--- config.mk ---
export PLATFORM = sky130hd
export DESIGN_NAME = multicycle_control
export DESIGN_NICKNAME = d
export VERILOG_FILES = /design/src/rtl/multicycle_control_pkg.sv /design/src/rtl/mc_instr_class.sv /design/src/rtl/multicycle_control.sv
export SDC_FILE = /design/constraint.sdc
export NUM_CORES = 1
export LEC_CHECK = 0
export BUFFER_PORTS_ARGS = -buffer_cell sky130_fd_sc_hd__buf_4
export CORE_ASPECT_RATIO = 0.75
export CORE_UTILIZATION = 34
export CTS_CLUSTER_DIAMETER = 60
export CTS_CLUSTER_SIZE = 28
export DETAILED_ROUTE_END_ITERATION = 10
export GPL_ROUTABILITY_DRIVEN = 0
export HOLD_SLACK_MARGIN = 0.08
export PLACE_DENSITY_LB_ADDON = 0.2
export REMOVE_ABC_BUFFERS = 1
export SYNTH_ARGS = -nofsm -noshare
export SYNTH_HDL_FRONTEND = slang
export SYNTH_SLANG_ARGS = --single-unit
--- constraint.sdc ---
create_clock -name clk -period 2.05 [get_ports clk]
set_input_delay 0.205 -clock clk [delete_from_list [all_inputs] [get_ports clk]]
set_output_delay 0.205 -clock clk [all_outputs]
set_load 0.01 [all_outputs]
--- src/rtl/multicycle_control_pkg.sv ---
// Shared constants for the multicycle processor control path.
// Holds opcode/func encodings, ALU operand-select codes, ALU operation
// codes, PC source selects, the sequencer state encoding and the
// instruction class produced by mc_instr_class.
package multicycle_control_pkg;

  // Opcode field instr[31:26]
  localparam logic [5:0] OPC_RTYPE = 6'h00;
  localparam logic [5:0] OPC_J     = 6'h02;
  localparam logic [5:0] OPC_BEQ   = 6'h04;
  localparam logic [5:0] OPC_BNE   = 6'h05;
  localparam logic [5:0] OPC_ADDI  = 6'h08;
  localparam logic [5:0] OPC_ANDI  = 6'h0C;
  localparam logic [5:0] OPC_ORI   = 6'h0D;
  localparam logic [5:0] OPC_LW    = 6'h23;
  localparam logic [5:0] OPC_SW    = 6'h2B;

  // Func field instr[5:0] for R-type
  localparam logic [5:0] FUNC_SLL = 6'h00;
  localparam logic [5:0] FUNC_ADD = 6'h20;
  localparam logic [5:0] FUNC_AND = 6'h24;
  localparam logic [5:0] FUNC_OR  = 6'h25;
  localparam logic [5:0] FUNC_NOR = 6'h27;
  localparam logic [5:0] FUNC_SLT = 6'h2A;

  // ALU operand B select
  localparam logic [1:0] ALU_SRC_B    = 2'd0;
  localparam logic [1:0] ALU_SRC_SEXT = 2'd1;
  localparam logic [1:0] ALU_SRC_ZEXT = 2'd2;
  localparam logic [1:0] ALU_SRC_FOUR = 2'd3;

  // ALU operation codes
  localparam logic [2:0] OP_ADD = 3'd0;
  localparam logic [2:0] OP_SUB = 3'd1;
  localparam logic [2:0] OP_AND = 3'd2;
  localparam logic [2:0] OP_OR  = 3'd3;
  localparam logic [2:0] OP_NOR = 3'd4;
  localparam logic [2:0] OP_SLT = 3'd5;
  localparam logic [2:0] OP_SLL = 3'd6;

  // PC source select
  localparam logic [1:0] PC_SRC_ALU    = 2'd0;
  localparam logic [1:0] PC_SRC_TARGET = 2'd1;
  localparam logic [1:0] PC_SRC_JUMP   = 2'd2;

  typedef enum logic [3:0] {
    ST_FETCH    = 4'd0,
    ST_DECODE   = 4'd1,
    ST_EXEC_R   = 4'd2,
    ST_WB_R     = 4'd3,
    ST_EXEC_I   = 4'd4,
    ST_WB_I     = 4'd5,
    ST_MEM_ADDR = 4'd6,
    ST_MEM_RD   = 4'd7,
    ST_MEM_WR   = 4'd8,
    ST_WB_MEM   = 4'd9,
    ST_BRANCH   = 4'd10,
    ST_JUMP     = 4'd11,
    ST_HALT     = 4'd12
  } mc_state_e;

  typedef enum logic [2:0] {
    IC_RTYPE   = 3'd0,
    IC_ALUI    = 3'd1,
    IC_LOAD    = 3'd2,
    IC_STORE   = 3'd3,
    IC_BEQ     = 3'd4,
    IC_BNE     = 3'd5,
    IC_JUMP    = 3'd6,
    IC_ILLEGAL = 3'd7
  } instr_class_e;

endpackage

--- src/rtl/mc_instr_class.sv ---
// Combinational instruction classifier, reusable by other control styles.
// Ports:
//   opcode   in  6  instr[31:26]
//   func     in  6  instr[5:0]
//   iclass   out    instruction class (IC_ILLEGAL for anything unsupported)
//   alu_op   out 3  ALU operation for the execute step
//   imm_zext out 1  immediate is zero-extended (logical immediates)
module mc_instr_class
  import multicycle_control_pkg::*;
(
  input  logic [5:0]   opcode,
  input  logic [5:0]   func,
  output instr_class_e iclass,
  output logic [2:0]   alu_op,
  output logic         imm_zext
);

  always_comb begin
    iclass   = IC_ILLEGAL;
    alu_op   = OP_ADD;
    imm_zext = 1'b0;
    case (opcode)
      OPC_RTYPE: begin
        iclass = IC_RTYPE;
        case (func)
          FUNC_ADD: alu_op = OP_ADD;
          FUNC_AND: alu_op = OP_AND;
          FUNC_OR:  alu_op = OP_OR;
          FUNC_NOR: alu_op = OP_NOR;
          FUNC_SLT: alu_op = OP_SLT;
          FUNC_SLL: alu_op = OP_SLL;
          default:  iclass = IC_ILLEGAL;
        endcase
      end
      OPC_ADDI: iclass = IC_ALUI;
      OPC_ANDI: begin
        iclass   = IC_ALUI;
        alu_op   = OP_AND;
        imm_zext = 1'b1;
      end
      OPC_ORI: begin
        iclass   = IC_ALUI;
        alu_op   = OP_OR;
        imm_zext = 1'b1;
      end
      OPC_LW:  iclass = IC_LOAD;
      OPC_SW:  iclass = IC_STORE;
      OPC_BEQ: iclass = IC_BEQ;
      OPC_BNE: iclass = IC_BNE;
      OPC_J:   iclass = IC_JUMP;
      default: iclass = IC_ILLEGAL;
    endcase
  end

endmodule

--- src/rtl/multicycle_control.sv ---
// Multicycle sequencer driving a shared ALU and a shared memory port.
// Optional feature macro: MULTICYCLE_ILLEGAL_TRAP_EN
//   defined   -> unimplemented instruction halts the core
//   undefined -> unimplemented instruction retires as a NOP
// Ports:
//   clk, reset (sync, active-high), instr, alu_zero, mem_ready    inputs
//   pc_write, pc_src, ir_write, iord, mem_read, mem_write,
//   reg_write, reg_dst, mem_to_reg, alu_src_a, alu_src, alu_op,
//   target_write                                     datapath control
//   halted, bus_err (sticky status), state (debug)   outputs
module multicycle_control
  import multicycle_control_pkg::*;
#(
  parameter int MEM_WAIT_MAX = 255,
  parameter int STATE_W      = 4
) (
  input  logic               clk,
  input  logic               reset,
  input  logic [31:0]        instr,
  input  logic               alu_zero,
  input  logic               mem_ready,
  output logic               pc_write,
  output logic [1:0]         pc_src,
  output logic               ir_write,
  output logic               iord,
  output logic               mem_read,
  output logic               mem_write,
  output logic               reg_write,
  output logic               reg_dst,
  output logic               mem_to_reg,
  output logic               alu_src_a,
  output logic [1:0]         alu_src,
  output logic [2:0]         alu_op,
  output logic               target_write,
  output logic               halted,
  output logic               bus_err,
  output logic [STATE_W-1:0] state
);

  localparam int CNT_W = (MEM_WAIT_MAX < 2) ? 1 : $clog2(MEM_WAIT_MAX + 1);
  // Counter value during the last permitted wait cycle; a miss here times out.
  localparam logic [CNT_W-1:0] WAIT_LIMIT =
    CNT_W'((MEM_WAIT_MAX == 0) ? 0 : MEM_WAIT_MAX - 1);

  mc_state_e        state_q, state_n;
  logic [CNT_W-1:0] wait_cnt_q, wait_cnt_n;
  logic             halted_q, bus_err_q;
  logic             halt_set, bus_err_set;
  logic             mem_wait_st, timeout;

  instr_class_e     iclass;
  logic [2:0]       cls_alu_op;
  logic             cls_imm_zext;
  logic             unused_instr_bits;

  assign unused_instr_bits = ^instr[25:6];

  mc_instr_class u_instr_class (
    .opcode   (instr[31:26]),
    .func     (instr[5:0]),
    .iclass   (iclass),
    .alu_op   (cls_alu_op),
    .imm_zext (cls_imm_zext)
  );

  assign mem_wait_st = (state_q == ST_FETCH) || (state_q == ST_MEM_RD) ||
                       (state_q == ST_MEM_WR);
  assign timeout = (MEM_WAIT_MAX != 0) && mem_wait_st && !mem_ready &&
                   (wait_cnt_q == WAIT_LIMIT);

  always_ff @(posedge clk) begin
    if (reset) begin
      state_q    <= ST_FETCH;
      wait_cnt_q <= '0;
      halted_q   <= 1'b0;
      bus_err_q  <= 1'b0;
    end else begin
      state_q    <= state_n;
      wait_cnt_q <= wait_cnt_n;
      if (halt_set)    halted_q  <= 1'b1;
      if (bus_err_set) bus_err_q <= 1'b1;
    end
  end

  // Counts only while lingering in a memory state; any transition clears it.
  always_comb begin
    wait_cnt_n = '0;
    if (mem_wait_st && !mem_ready && (state_n == state_q))
      wait_cnt_n = (wait_cnt_q == '1) ? wait_cnt_q : wait_cnt_q + 1'b1;
  end

  always_comb begin
    state_n      = state_q;
    halt_set     = 1'b0;
    bus_err_set  = 1'b0;
    pc_write     = 1'b0;
    pc_src       = PC_SRC_ALU;
    ir_write     = 1'b0;
    iord         = 1'b0;
    mem_read     = 1'b0;
    mem_write    = 1'b0;
    reg_write    = 1'b0;
    reg_dst      = 1'b0;
    mem_to_reg   = 1'b0;
    alu_src_a    = 1'b0;
    alu_src      = ALU_SRC_B;
    alu_op       = OP_ADD;
    target_write = 1'b0;
    // Reset is synchronous, so the decode is suppressed for the whole
    // reset cycle to keep an interrupted access from issuing a strobe.
    if (!reset) begin
      case (state_q)
        ST_FETCH: begin
          mem_read = 1'b1;
          alu_src  = ALU_SRC_FOUR;
          if (mem_ready) begin
            ir_write = 1'b1;
            pc_write = 1'b1;
            state_n  = ST_DECODE;
          end else if (timeout) begin
            halt_set    = 1'b1;
            bus_err_set = 1'b1;
            state_n     = ST_HALT;
          end
        end
        ST_DECODE: begin
          alu_src      = ALU_SRC_SEXT;
          target_write = 1'b1;
          case (iclass)
            IC_RTYPE:          state_n = ST_EXEC_R;
            IC_ALUI:           state_n = ST_EXEC_I;
            IC_LOAD, IC_STORE: state_n = ST_MEM_ADDR;
            IC_BEQ, IC_BNE:    state_n = ST_BRANCH;
            IC_JUMP:           state_n = ST_JUMP;
            default: begin
`ifdef MULTICYCLE_ILLEGAL_TRAP_EN
              halt_set = 1'b1;
              state_n  = ST_HALT;
`else
              state_n  = ST_FETCH;
`endif
            end
          endcase
        end
        ST_EXEC_R, ST_WB_R: begin
          alu_src_a = 1'b1;
          alu_op    = cls_alu_op;
          if (state_q == ST_WB_R) begin
            reg_dst   = 1'b1;
            reg_write = 1'b1;
            state_n   = ST_FETCH;
          end else begin
            state_n   = ST_WB_R;
          end
        end
        ST_EXEC_I, ST_WB_I: begin
          alu_src_a = 1'b1;
          alu_src   = cls_imm_zext ? ALU_SRC_ZEXT : ALU_SRC_SEXT;
          alu_op    = cls_alu_op;
          if (state_q == ST_WB_I) begin
            reg_write = 1'b1;
            state_n   = ST_FETCH;
          end else begin
            state_n   = ST_WB_I;
          end
        end
        ST_MEM_ADDR: begin
          alu_src_a = 1'b1;
          alu_src   = ALU_SRC_SEXT;
          state_n   = (iclass == IC_STORE) ? ST_MEM_WR :
                      (iclass == IC_LOAD)  ? ST_MEM_RD : ST_FETCH;
        end
        ST_MEM_RD, ST_MEM_WR: begin
          iord      = 1'b1;
          alu_src_a = 1'b1;
          alu_src   = ALU_SRC_SEXT;
          mem_read  = (state_q == ST_MEM_RD);
          mem_write = (state_q == ST_MEM_WR);
          if (mem_ready) begin
            state_n = (state_q == ST_MEM_RD) ? ST_WB_MEM : ST_FETCH;
          end else if (timeout) begin
            halt_set    = 1'b1;
            bus_err_set = 1'b1;
            state_n     = ST_HALT;
          end
        end
        ST_WB_MEM: begin
          mem_to_reg = 1'b1;
          reg_write  = 1'b1;
          state_n    = ST_FETCH;
        end
        ST_BRANCH: begin
          alu_src_a = 1'b1;
          alu_op    = OP_SUB;
          pc_src    = PC_SRC_TARGET;
          pc_write  = (iclass == IC_BNE) ? ~alu_zero : alu_zero;
          state_n   = ST_FETCH;
        end
        ST_JUMP: begin
          pc_src   = PC_SRC_JUMP;
          pc_write = 1'b1;
          state_n  = ST_FETCH;
        end
        ST_HALT: state_n = ST_HALT;
        default: state_n = ST_FETCH;
      endcase
    end
  end

  assign halted  = halted_q;
  assign bus_err = bus_err_q;
  assign state   = STATE_W'(state_q);

endmodule

# Yosys cells after proc, flatten, opt, wreduce, memory -nomap -nowiden
# Cells that the tools add are included.
# op_classes
n_bitwise	2
multipliers	0
n_lt_le_gt_ge	0
addsub	1
div	0
mux	51
n_eq_ne	34
reduce_logical	23
n_shift	0
# ops
op	count
equality test 6 bit, second input constant	7
one-hot mux 4 bit (7 select lines)	1
2-to-1 mux 1 bit	26
2-to-1 mux 4 bit	6
one-hot mux 3 bit (7 select lines)	1
equality test 4 bit, second input constant	5
one-hot mux 4 bit (5 select lines)	1
equality test 6 x 4 -> 1 bit, second input constant	3
equality test 4 x 3 -> 1 bit, second input constant	4
equality test 8 bit, second input constant	2
one-hot mux 3 bit (5 select lines)	1
OR reduction 2 bit	7
equality test 6 x 3 -> 1 bit, second input constant	2
zero test 6 bit	2
2-to-1 mux 3 bit	4
equality test 3 bit, second input constant	3
one-hot mux 3 bit (3 select lines)	1
adder 8 x 1 -> 8 bit, second input constant	1
equality test 4 x 2 -> 1 bit, second input constant	2
2-to-1 mux 2 bit	4
OR reduction 4 bit	2
OR reduction 8 bit	1
equality test 3 x 2 -> 1 bit, second input constant	2
equality test 6 x 2 -> 1 bit, second input constant	1
16 further kinds	22
# word_totals
latchBits	0
ram_bits	0
mem_count	0
elab_cells	114
out_inout_bits	23
rom_bits	0
ff_bits	13
input_bits	36

# Longest topological paths before layout
# Gate-level depths: netlist of the first run.
# depth
depth_word	13
ltp_mapped	8

# Modules after synthesis
# A second synthesis of the first run with hierarchy kept.
# unflattened
cells_unflattened	197
area_unflattened_um2	1412.6
# by_module_without_submodules
module	n_inst	seq_area_each_um2	cells_per_inst	area_each_um2
multicycle_control	1	260.2	149	1131.1
mc_instr_class	1	0.0	48	281.5

# Worst setup path after synthesis of the first run
# Ideal clock, no wire load.
# synth_timing
path_kind	flip-flop to output port
from	register state_q[2], in the netlist state[2]
to	output reg_write
setup_slack_ps	194
n_path_buf	2
arrival_ps	1651
path_stages_with_launch	5
t_required_ps	1845
cell_sequence	dfxtp_1 -> clkbuf_1 -> or2_2 -> clkbuf_1 -> a2111oi_0
# synth_via
elab_chain_cells	4
word_cells_on_any_way	11
classes_between	eq/ne (5); mux (4); reduce/logical (2)
# synth_lines
element	line_no	text
start: declaration	multicycle_control.sv:45	mc_state_e state_q, state_n;
start signal: assignment	multicycle_control.sv:78	state_q <= state_n;
equality test 4 x 3 -> 1 bit (tied with other cells)	multicycle_control.sv:112, multicycle_control.sv:160	
2-to-1 mux 1 bit (tied with other cells)	multicycle_control.sv:160	if (state_q == ST_WB_I) begin
one-hot mux 1 bit (3 select lines) *	multicycle_control.sv:112	case (state_q)
2-to-1 mux 1 bit *	multicycle_control.sv:111	if (!reset) begin
end: declaration	multicycle_control.sv:28	output logic reg_write,
# Mark *: on every way between the ends. The rest lies on a longest branch, timed or not.

# Final worst setup path of the first run
# Ends and elaborated chain as after synthesis.

==> impl_metrics.csv, run 1 <==
group,metric,value,unit
sta,tns,0,ns
run_status,outcome,"complete, no violations",
hold_path,min_path_type,"input pin to register",
floorplanning,die_width,74.1,um
synthesis,postSynthAreaPerCell,6.91,sq um
critical_path,crit_path_end_kind,"output pin",
clocking,clk_pin_slew_worst_paths,0.05,ns
critical_path,timing.critical_path.slowest_stage_cell,"a2111oi_1",
global_route,grt_antenna_before_repair,0,
place,dp_hpwl,3020,um
synthesis,yosys.cell_count.top_type,"nor2_1",
place,dp_worst_setup_slack,0.0635,ns
critical_path,reg2reg_setup_slack,0.22,ns
sta,hold_viol,0,
finish,utilization,48.8,%
finish,insertedDiodeCount,0,
detailed_routing,routed_wire_length_per_instance,13.0,um
synthesis,mappedNetlistArea,1330,sq um
synthesis,yosys_warn_count,0,
clocking,worstSkewPairLatency,0.24,ns
pwr,p_int,0.476,mW
sta,finalClockSkew,0.00783,ns
critical_path,worstSetupPathType,"register to output pin",
critical_path,r2r-end,"wait_cnt_q[7]",
place,dpl-instance-area,1740,sq um
detailed_routing,routed_wl,3750,um
finish,postLayoutCellArea,1800,sq um
critical_path,cp_cell_sequence,"or2_2 -> a2111oi_1 -> buf_4",
global_route,grt_pass1_wl,6470,um
floorplanning,core_area,3680,sq um
pwr,net-switching-power,0.181,mW
job,drv_cap,0,
pwr,power.sequential.fraction,40.0,%
clocking,tritoncts.num_buffers,3,
sta,post-route-min-period,1.94,ns
critical_path,worst_path_top_cell_family_by_delay,"compound AO/OA/AOI/OAI gates",
finish,drive_above_1_share,29.1,%
synthesis,synthDominantAreaCellType,"dfxtp_1",
pwr,clock_power_share,34.1,%
clocking,cts_root_buffer,"clkbuf_8",
finish,synthToLayoutAreaGrowth,35.6,%
clocking,max-clock-path-buffers,2,
clocking,cts_sinks,13,
sta,finalHoldWorstSlack,0.250,ns
clocking,cts_tree,"done",
floorplanning,io_pins,59,
global_route,grt.total_usage,19.5,%
pwr,combinationalPowerShare,25.8,%
synthesis,post_synth_inst_count,192,
clocking,hold_buffers_post_cts,0,
synthesis,synth_top_area_share,19.6,%
detailed_routing,drt_drc_violations_left,0,
hold_path,hold_path.startpoint,"reset",
synthesis,post_synth_num_cell_types,56,
detailed_routing,post_dr_vias_cell,5.32,
global_route,grt_max_degree,17,
place,place.detailed.instances,285,
global_route,overflow,0,
sta,worst_slew_pin_slew,0.463,ns
synthesis,number_of_enable_type_register_cells_in_the_synthesized_netlist,0,
synthesis,synthTopCellsByArea,"dfxtp_1 (20%), nor2_1 (8.2%), xnor2_1 (4.0%), nor3_1 (3.8%), o21ai_0 (3.8%)",
synthesis,synth_common_cells,"nor2_1 (29), dfxtp_1 (13), nand2_1 (11)",
critical_path,worstPathMaxFanout,11,
sta,finalSetupViolations,0,
clocking,h-tree-depth,1,
critical_path,cp_slowest_stage_delay,0.49,ns
finish,finish.net_count,276,
critical_path,r2r_cells,7,
pwr,power_leakage,0.731,nW
detailed_routing,route.antenna.remaining_nets,0,
detailed_routing,drt_pass_1_iters,4,
synthesis,asyncSetResetFlopFracSynth,0,%
critical_path,cp.buffers_inverters,1,
critical_path,r2r-start,"state[3]",
floorplanning,floorplan.die.height,56.1,um
pwr,power.share.switching,27.6,%
critical_path,crit_arrival,1.74,ns
hold_path,timing.hold.worst_path_depth,2,
synthesis,ys_ff_latch,13,
pwr,power_density,365,nW/um^2
critical_path,crit_required,1.85,ns
critical_path,start_kind,"register",
floorplanning,placementRows,19,
floorplanning,floorplan.die_area,4160,sq um
global_route,grt_pass1_vias,1323,
place,place.port_buffers,38,
pwr,fin_total_pwr,0.657,mW
sta,report.final.slew_viol_count,0,
sta,maxClockFrequency,515,MHz
sta,min_period_over_period,94.7,%
detailed_routing,num_vias,1537,
sta,timing.final.ws_setup,0.109,ns
sta,slew_headroom,68.3,%
synthesis,synth_seq_area_share,19.6,%
hold_path,worstHoldEndpoint,"bus_err",
pwr,irDropWorstVdd,0.266,mV
synthesis,synth-main-ff-cell,"dfxtp_1",
detailed_routing,dr.first_iter.drc_count,153,
finish,fin_cells,289,
floorplanning,floorplan.initialDensity,36.0,%
sta,rsz0062_at_grt,"false",
## metal layers
metal	track usage, %	routed length [um]
met5	0	0
met4	1.65	0
met3	2.36	191
met2	24.8	1450
met1	34.1	2110
## timing repair
action	in CTS	in global routing
gates resized for setup	0	3
buffers inserted	0	0
setup endpoints to repair	0	2
## registers in the layout (all words and copies together), names as in the netlist
signal,flops
state,4
wait_cnt_q,8
bus_err,1
## power groups by stage
stage	clock (mW)	sequential [mW]	combinational [mW]
after global routing	0.246	0.264	0.190
after CTS	0.233	0.263	0.169
final	0.224	0.263	0.170
after floorplan	0	0.271	0.0716
after detailed placement	0	0.268	0.168
after global placement	0	0.268	0.168
## layout make-up
type | count | area, sq um
multi-input combinational | 157 | 983
timing repair buffer | 55 | 413
inverter | 8 | 30.0
tap | 52 | 65.1
sequential | 13 | 262
fill | 391 | 1890
clock buffer | 4 | 45.0
## cell usage in the layout (no fill, tap or decap), types with 2 or more instances in the layout
| cell | count |
|---|---|
| a2111oi_0 | 2 |
| a211oi_1 | 2 |
| a21oi_1 | 8 |
| a31oi_1 | 5 |
| a32oi_1 | 2 |
| and3_1 | 6 |
| buf_4 | 55 |
| clkbuf_8 | 3 |
| dfxtp_1 | 12 |
| ha_1 | 2 |
| inv_1 | 8 |
| mux2i_1 | 2 |
| nand2_1 | 11 |
| nand2b_1 | 5 |
| nand3_1 | 9 |
| nand3b_1 | 4 |
| nor2_1 | 29 |
| nor3_1 | 10 |
| nor4_1 | 2 |
| nor4b_1 | 2 |
| o21ai_0 | 10 |
| o22ai_1 | 2 |
| o31ai_1 | 2 |
| or2_2 | 2 |
| or3_1 | 2 |
| or4_1 | 2 |
| xnor2_1 | 6 |
| xor2_1 | 2 |
## logic make-up after synthesis
| kind of cell | count (synthesis) | synth area share [%] |
|---|---|---|
| DFF | 13 | 19.6 |
| buffers and inverters | 22 | 6.79 |
| xor gates and xnor gates | 8 | 5.28 |
| adders and majority gates | 2 | 1.89 |
| and+or+nand+nor | 96 | 38.3 |
| muxes | 2 | 1.51 |
| AOI/OAI and AO/OA | 49 | 26.6 |
## worst max path at each step
stage,cells after the start,start,to
final,3,state[2],reg_write
after global routing,9,instr[27],alu_src[1]
after CTS,5,state[1],alu_op[2]
after detailed placement,8,instr[1],wait_cnt_q[7]
after global placement,6,instr[1],state[3]
after floorplan,6,state[3],wait_cnt_q[0]
(Power assumes the default switching activity.)
==> run 2: changes to the inputs <==
- BUFFER_PORTS_ARGS: -buffer_cell sky130_fd_sc_hd__buf_4 -> default
- DONT_BUFFER_PORTS: default -> 1
- HOLD_SLACK_MARGIN: 0.08 -> default
==> run 2 against run 1 <==
  * Largest power group unchanged
  * Die area is the same
  * Total power shrank 10%
  * Clock power is essentially flat
  * Flip-flop and latch count is the same
  * Global-route usage shrank 2.5 points
  * Highest routed layer unchanged
==> impl_metrics.csv, run 2 (same netlist as run 1, synthesis figures left out) <==
group,metric,value,unit
critical_path,worst_path_top_cell_family_by_delay,"compound AO/OA/AOI/OAI gates",
critical_path,worstSetupPathType,"register to output pin",
finish,largest_register_ff_count,8,
detailed_routing,post_dr_vias_cell,5.81,
finish,drive_above_1_share,13.3,%
finish,commonest_cells_after_routing_fill_and_taps_aside,"nor2_1 (29), buf_4 (13), dfxtp_1 (12)",
finish,layout.cells.most_common,"nor2_1",
floorplanning,core_area,3680,sq um
critical_path,worstPathMaxFanout,14,
floorplanning,floorplan.die_area,4160,sq um
global_route,grt.total_usage,17.0,%
finish,top_register,"wait_cnt_q",
clocking,cts_root_buffer,"clkbuf_8",
critical_path,r2r-start,"wait_cnt_q[0]",
sta,rsz0062_at_grt,"false",
sta,maxClockFrequency,530,MHz
pwr,combinationalPowerShare,17.6,%
sta,tns,0,ns
detailed_routing,routed_wl,3530,um
critical_path,r2r-end,"wait_cnt_q[3]",
clocking,cts_setup_buffers,0,
sta,finalHoldWorstSlack,0.0299,ns
pwr,net-switching-power,0.151,mW
clocking,clk_pin_slew_worst_paths,0.05,ns
place,dp_hpwl,2780,um
detailed_routing,num_vias,1436,
sta,finalSetupViolations,0,
detailed_routing,dr.first_iter.drc_count,98,
finish,utilization,40.0,%
clocking,hold_buffers_post_cts,0,
sta,timing.final.ws_setup,0.163,ns
pwr,clock_power_share,38.0,%
pwr,power.share.switching,25.6,%
critical_path,reg2reg_setup_slack,0.25,ns
pwr,power.sequential.fraction,44.4,%
clocking,cts_sinks,13,
hold_path,worstHoldEndpoint,"bus_err",
critical_path,cp_slowest_stage_delay,0.46,ns
sta,report.final.slew_viol_count,0,
pwr,power_density,400,nW/um^2
critical_path,timing.critical_path.slowest_stage_cell,"a2111oi_0",
clocking,h-tree-depth,1,
floorplanning,floorplan.initialDensity,36.0,%
global_route,grt_max_degree,17,
global_route,grt_antenna_before_repair,0,
run_status,outcome,"complete, no violations",
finish,insertedDiodeCount,0,
hold_path,hold_path.startpoint,"reset",
sta,hold_viol,0,
critical_path,crit_required,1.85,ns
global_route,grt_pass1_wl,5560,um
finish,finish.net_count,234,
detailed_routing,routed_wire_length_per_instance,14.3,um
critical_path,crit_path_end_kind,"output pin",
pwr,fin_total_pwr,0.590,mW
sta,min_period_over_period,92.1,%
sta,slew_headroom,62.8,%
detailed_routing,drt_pass_1_iters,4,
clocking,max-clock-path-buffers,2,
clocking,tritoncts.num_buffers,3,
hold_path,min_path_type,"input pin to register",
critical_path,cp_cell_sequence,"or2_2 -> a2111oi_0 -> buf_4",
detailed_routing,drt_drc_violations_left,0,
critical_path,start_kind,"register",
place,dp_worst_setup_slack,0.181,ns
job,drv_cap,0,
floorplanning,die_width,74.1,um
global_route,overflow,0,
finish,synthToLayoutAreaGrowth,11.2,%
detailed_routing,route.antenna.remaining_nets,0,
pwr,p_int,0.439,mW
sta,worst_slew_pin_slew,0.550,ns
critical_path,crit_arrival,1.68,ns
floorplanning,io_pins,59,
clocking,worstSkewPairLatency,0.24,ns
sta,finalClockSkew,0.00108,ns
place,place.port_buffers,0,
critical_path,cp.buffers_inverters,1,
floorplanning,placementRows,19,
critical_path,r2r_cells,8,
pwr,irDropWorstVdd,0.246,mV
global_route,grt_pass1_vias,1219,
clocking,cts_tree,"done",
sta,post-route-min-period,1.89,ns
floorplanning,floorplan.die.height,56.1,um
pwr,power_leakage,0.519,nW
hold_path,timing.hold.worst_path_depth,1,
## run 2: changes by cell type in the layout (fill, tap and decap cells not counted), sizes merged
cell | before | now
buf | 55 | 13
## run 2: worst max path at each step
stage | start | endpoint | slack (ns) | cells past startpoint
after floorplan | state[3] | wait_cnt_q[0] | 0.14 | 6
after global placement | instr[27] | wait_cnt_q[1] | 0.24 | 7
after detailed placement | instr[1] | wait_cnt_q[1] | 0.18 | 6
after CTS | state[2] | reg_write | 0.04 | 3
after global routing | state[1] | pc_write | 0.01 | 6
final | state[2] | reg_write | 0.16 | 3
## run 2: routing by layer
| layer | global-route usage, % | share of wire, % |
|---|---|---|
| met3 | 2.90 | 4.9 |
| met5 | 0 | 0 |
| met2 | 25.8 | 45 |
| met4 | 3.30 | 0 |
| met1 | 24.9 | 50 |
## run 2: stage by stage
step                      cells  instance area [sq um]
after floorplan             178                   1270
after global placement      243                   1430
after detailed placement    243                   1430
after CTS                   247                   1470
after global routing        247                   1480
final                       247                   1480
## run 2: area by class of cell
class                      count  area (sq um)
clock buffer                   4          45.0
fill                         375          2210
inverter                       8          30.0
multi-input combinational    157           976
sequential                    13           262
tap                           52          65.1
timing repair buffer          13          97.6
## run 2: timing repair
item / in CTS / in global routing
gates resized for setup: 0 / 1
hold endpoints to repair: 0 / 0
endpoints found under the setup margin: 0 / 6
## run 2: power groups by stage
stage / registers [mW] / logic [mW] / clock network, mW
after floorplan: 0.271 / 0.0716 / 0
after global placement: 0.267 / 0.0994 / 0
after detailed placement: 0.267 / 0.102 / 0
after CTS: 0.261 / 0.103 / 0.229
after global routing: 0.262 / 0.114 / 0.244
final: 0.262 / 0.104 / 0.224
==> run 3: changes to the inputs <==
- PLACE_DENSITY_LB_ADDON: 0.2 -> default
==> run 3 against run 2 <==
  * Setup slack got worse by 0.037 ns
  * Fmax fell by 1.9%
  * Non-clock buffer count decreased by 2
  * Final cell count is 0.81% lower
  * Clock skew grew 0.0022 ns
  * Die area unchanged
  * Critical endpoint unchanged
==> impl_metrics.csv, run 3 (same netlist as run 1, synthesis figures left out) <==
group,metric,value,unit
run_status,outcome,"complete, no violations",
clocking,cts_tree,"done",
critical_path,cp_cell_sequence,"or2_2 -> a2111oi_0 -> buf_4",
global_route,overflow,0,
clocking,max-clock-path-buffers,2,
pwr,irDropWorstVdd,0.225,mV
clocking,cts_sinks,13,
detailed_routing,dr.first_iter.drc_count,107,
hold_path,min_path_type,"input pin to register",
clocking,clk_pin_slew_worst_paths,0.05,ns
sta,finalClockSkew,0.00325,ns
finish,largest_register_ff_count,8,
global_route,grt_pass1_wl,5640,um
sta,hold_viol,0,
clocking,cts_setup_buffers,0,
critical_path,worstPathMaxFanout,9,
sta,finalSetupViolations,0,
finish,final.fill_count,385,
finish,insertedDiodeCount,0,
global_route,grt.total_usage,17.3,%
finish,top_register,"wait_cnt_q",
finish,drive_above_1_share,13.5,%
finish,synthToLayoutAreaGrowth,10.7,%
finish,commonest_cells_after_routing_fill_and_taps_aside,"nor2_1 (29), nand2_1 (11), dfxtp_1 (11), buf_4 (11)",
pwr,power_density,403,nW/um^2
pwr,power_leakage,0.508,nW
finish,layout.cells.most_common,"nor2_1",
critical_path,cp_slowest_stage_delay,0.48,ns
place,dp_hpwl,2600,um
critical_path,cp.buffers_inverters,1,
critical_path,timing.critical_path.slowest_stage_cell,"a2111oi_0",
global_route,grt_antenna_before_repair,0,
global_route,grt_max_degree,17,
sta,tns,0,ns
sta,worst_slew_pin_slew,0.510,ns
sta,maxClockFrequency,520,MHz
critical_path,crit_path_end_kind,"output pin",
global_route,grt_pass1_vias,1184,
detailed_routing,drt_drc_violations_left,0,
detailed_routing,drt_pass_1_iters,4,
detailed_routing,post_dr_vias_cell,5.68,
clocking,cts_root_buffer,"clkbuf_8",
finish,multi_input_gate_area,982,sq um
sta,rsz0062_at_grt,"false",
critical_path,crit_arrival,1.72,ns
detailed_routing,routed_wire_length_per_instance,14.1,um
detailed_routing,route.antenna.remaining_nets,0,
detailed_routing,num_vias,1391,
critical_path,worst_path_top_cell_family_by_delay,"compound AO/OA/AOI/OAI gates",
finish,seqCellArea,263,sq um
finish,finish.net_count,232,
finish,utilization,39.8,%
critical_path,worstSetupPathType,"register to output pin",
clocking,h-tree-depth,1,
critical_path,start_kind,"register",
floorplanning,floorplan.die_area,4160,sq um
clocking,worstSkewPairLatency,0.24,ns
floorplanning,io_pins,59,
sta,slew_headroom,65.1,%
sta,min_period_over_period,93.9,%
floorplanning,die_width,74.1,um
floorplanning,floorplan.die.height,56.1,um
floorplanning,floorplan.initialDensity,36.0,%
clocking,tritoncts.num_buffers,3,
floorplanning,core_area,3680,sq um
detailed_routing,routed_wl,3440,um
sta,post-route-min-period,1.92,ns
job,drv_cap,0,
critical_path,crit_required,1.85,ns
place,place.port_buffers,0,
sta,report.final.slew_viol_count,0,
floorplanning,placementRows,19,
[run 3: worst reg2reg max path: stages (launching register included)]
cell	delay, ns
dfxtp_1	0.50
and4b_1	0.30
o2111ai_1	0.27
nor2_1	0.07
a211oi_1	0.26
o21ai_2	0.18
nor2_1	0.15
[run 3: report_power, final]
part	internal, mW	total [mW]	switching, mW
Combinational	0.0443	0.102	0.0581
Sequential	0.257	0.262	0.00538
Clock	0.137	0.227	0.0894
[run 3: final timing paths]
kind	start	endpoint	slack [ns]	depth (start not counted)
worst max-delay path	state[3]	reg_write	0.13	3
worst min-delay path	reset	bus_err	0.03	1
worst max register to register	state[3]	wait_cnt_q[2]	0.27	6
worst min register to register	bus_err	bus_err	0.55	2
[run 3: cell type report]
class                      count  area share [%]
clock buffer                   4            3.07
inverter                       8            2.05
multi-input combinational    157            66.9
sequential                    13            17.9
tap                           52            4.43
timing repair buffer          11            5.63
[run 3: repair_timing]
action,in CTS,in global routing
endpoints found under the setup margin,0,1
hold buffers,0,0
resized for setup,0,3
[run 3: metrics by stage]
stage | area (sq um) | total power [mW] | cells | setup WS (ns) | hold WS, ns
after floorplan | 1270 | 0.342 | 178 | 0.145 | 0.274
after global placement | 1410 | 0.368 | 241 | 0.184 | 0.280
after detailed placement | 1410 | 0.369 | 241 | 0.173 | 0.280
after CTS | 1460 | 0.599 | 245 | 0.0296 | 0.0244
after global routing | 1470 | 0.620 | 245 | 0.0402 | 0.0258
final | 1470 | 0.591 | 245 | 0.126 | 0.0349
[run 3: metal layers]
layer / vias up / track usage, % / part of all wire [%] / wire (um)
li1: 705 / - / - / -
met1: 648 / 26.7 / 53 / 1840
met2: 34 / 24.3 / 40 / 1390
met3: 4 / 3.62 / 5.6 / 194
met4: 0 / 3.30 / 0.64 / 22
met5: - / 0 / 0 / 0
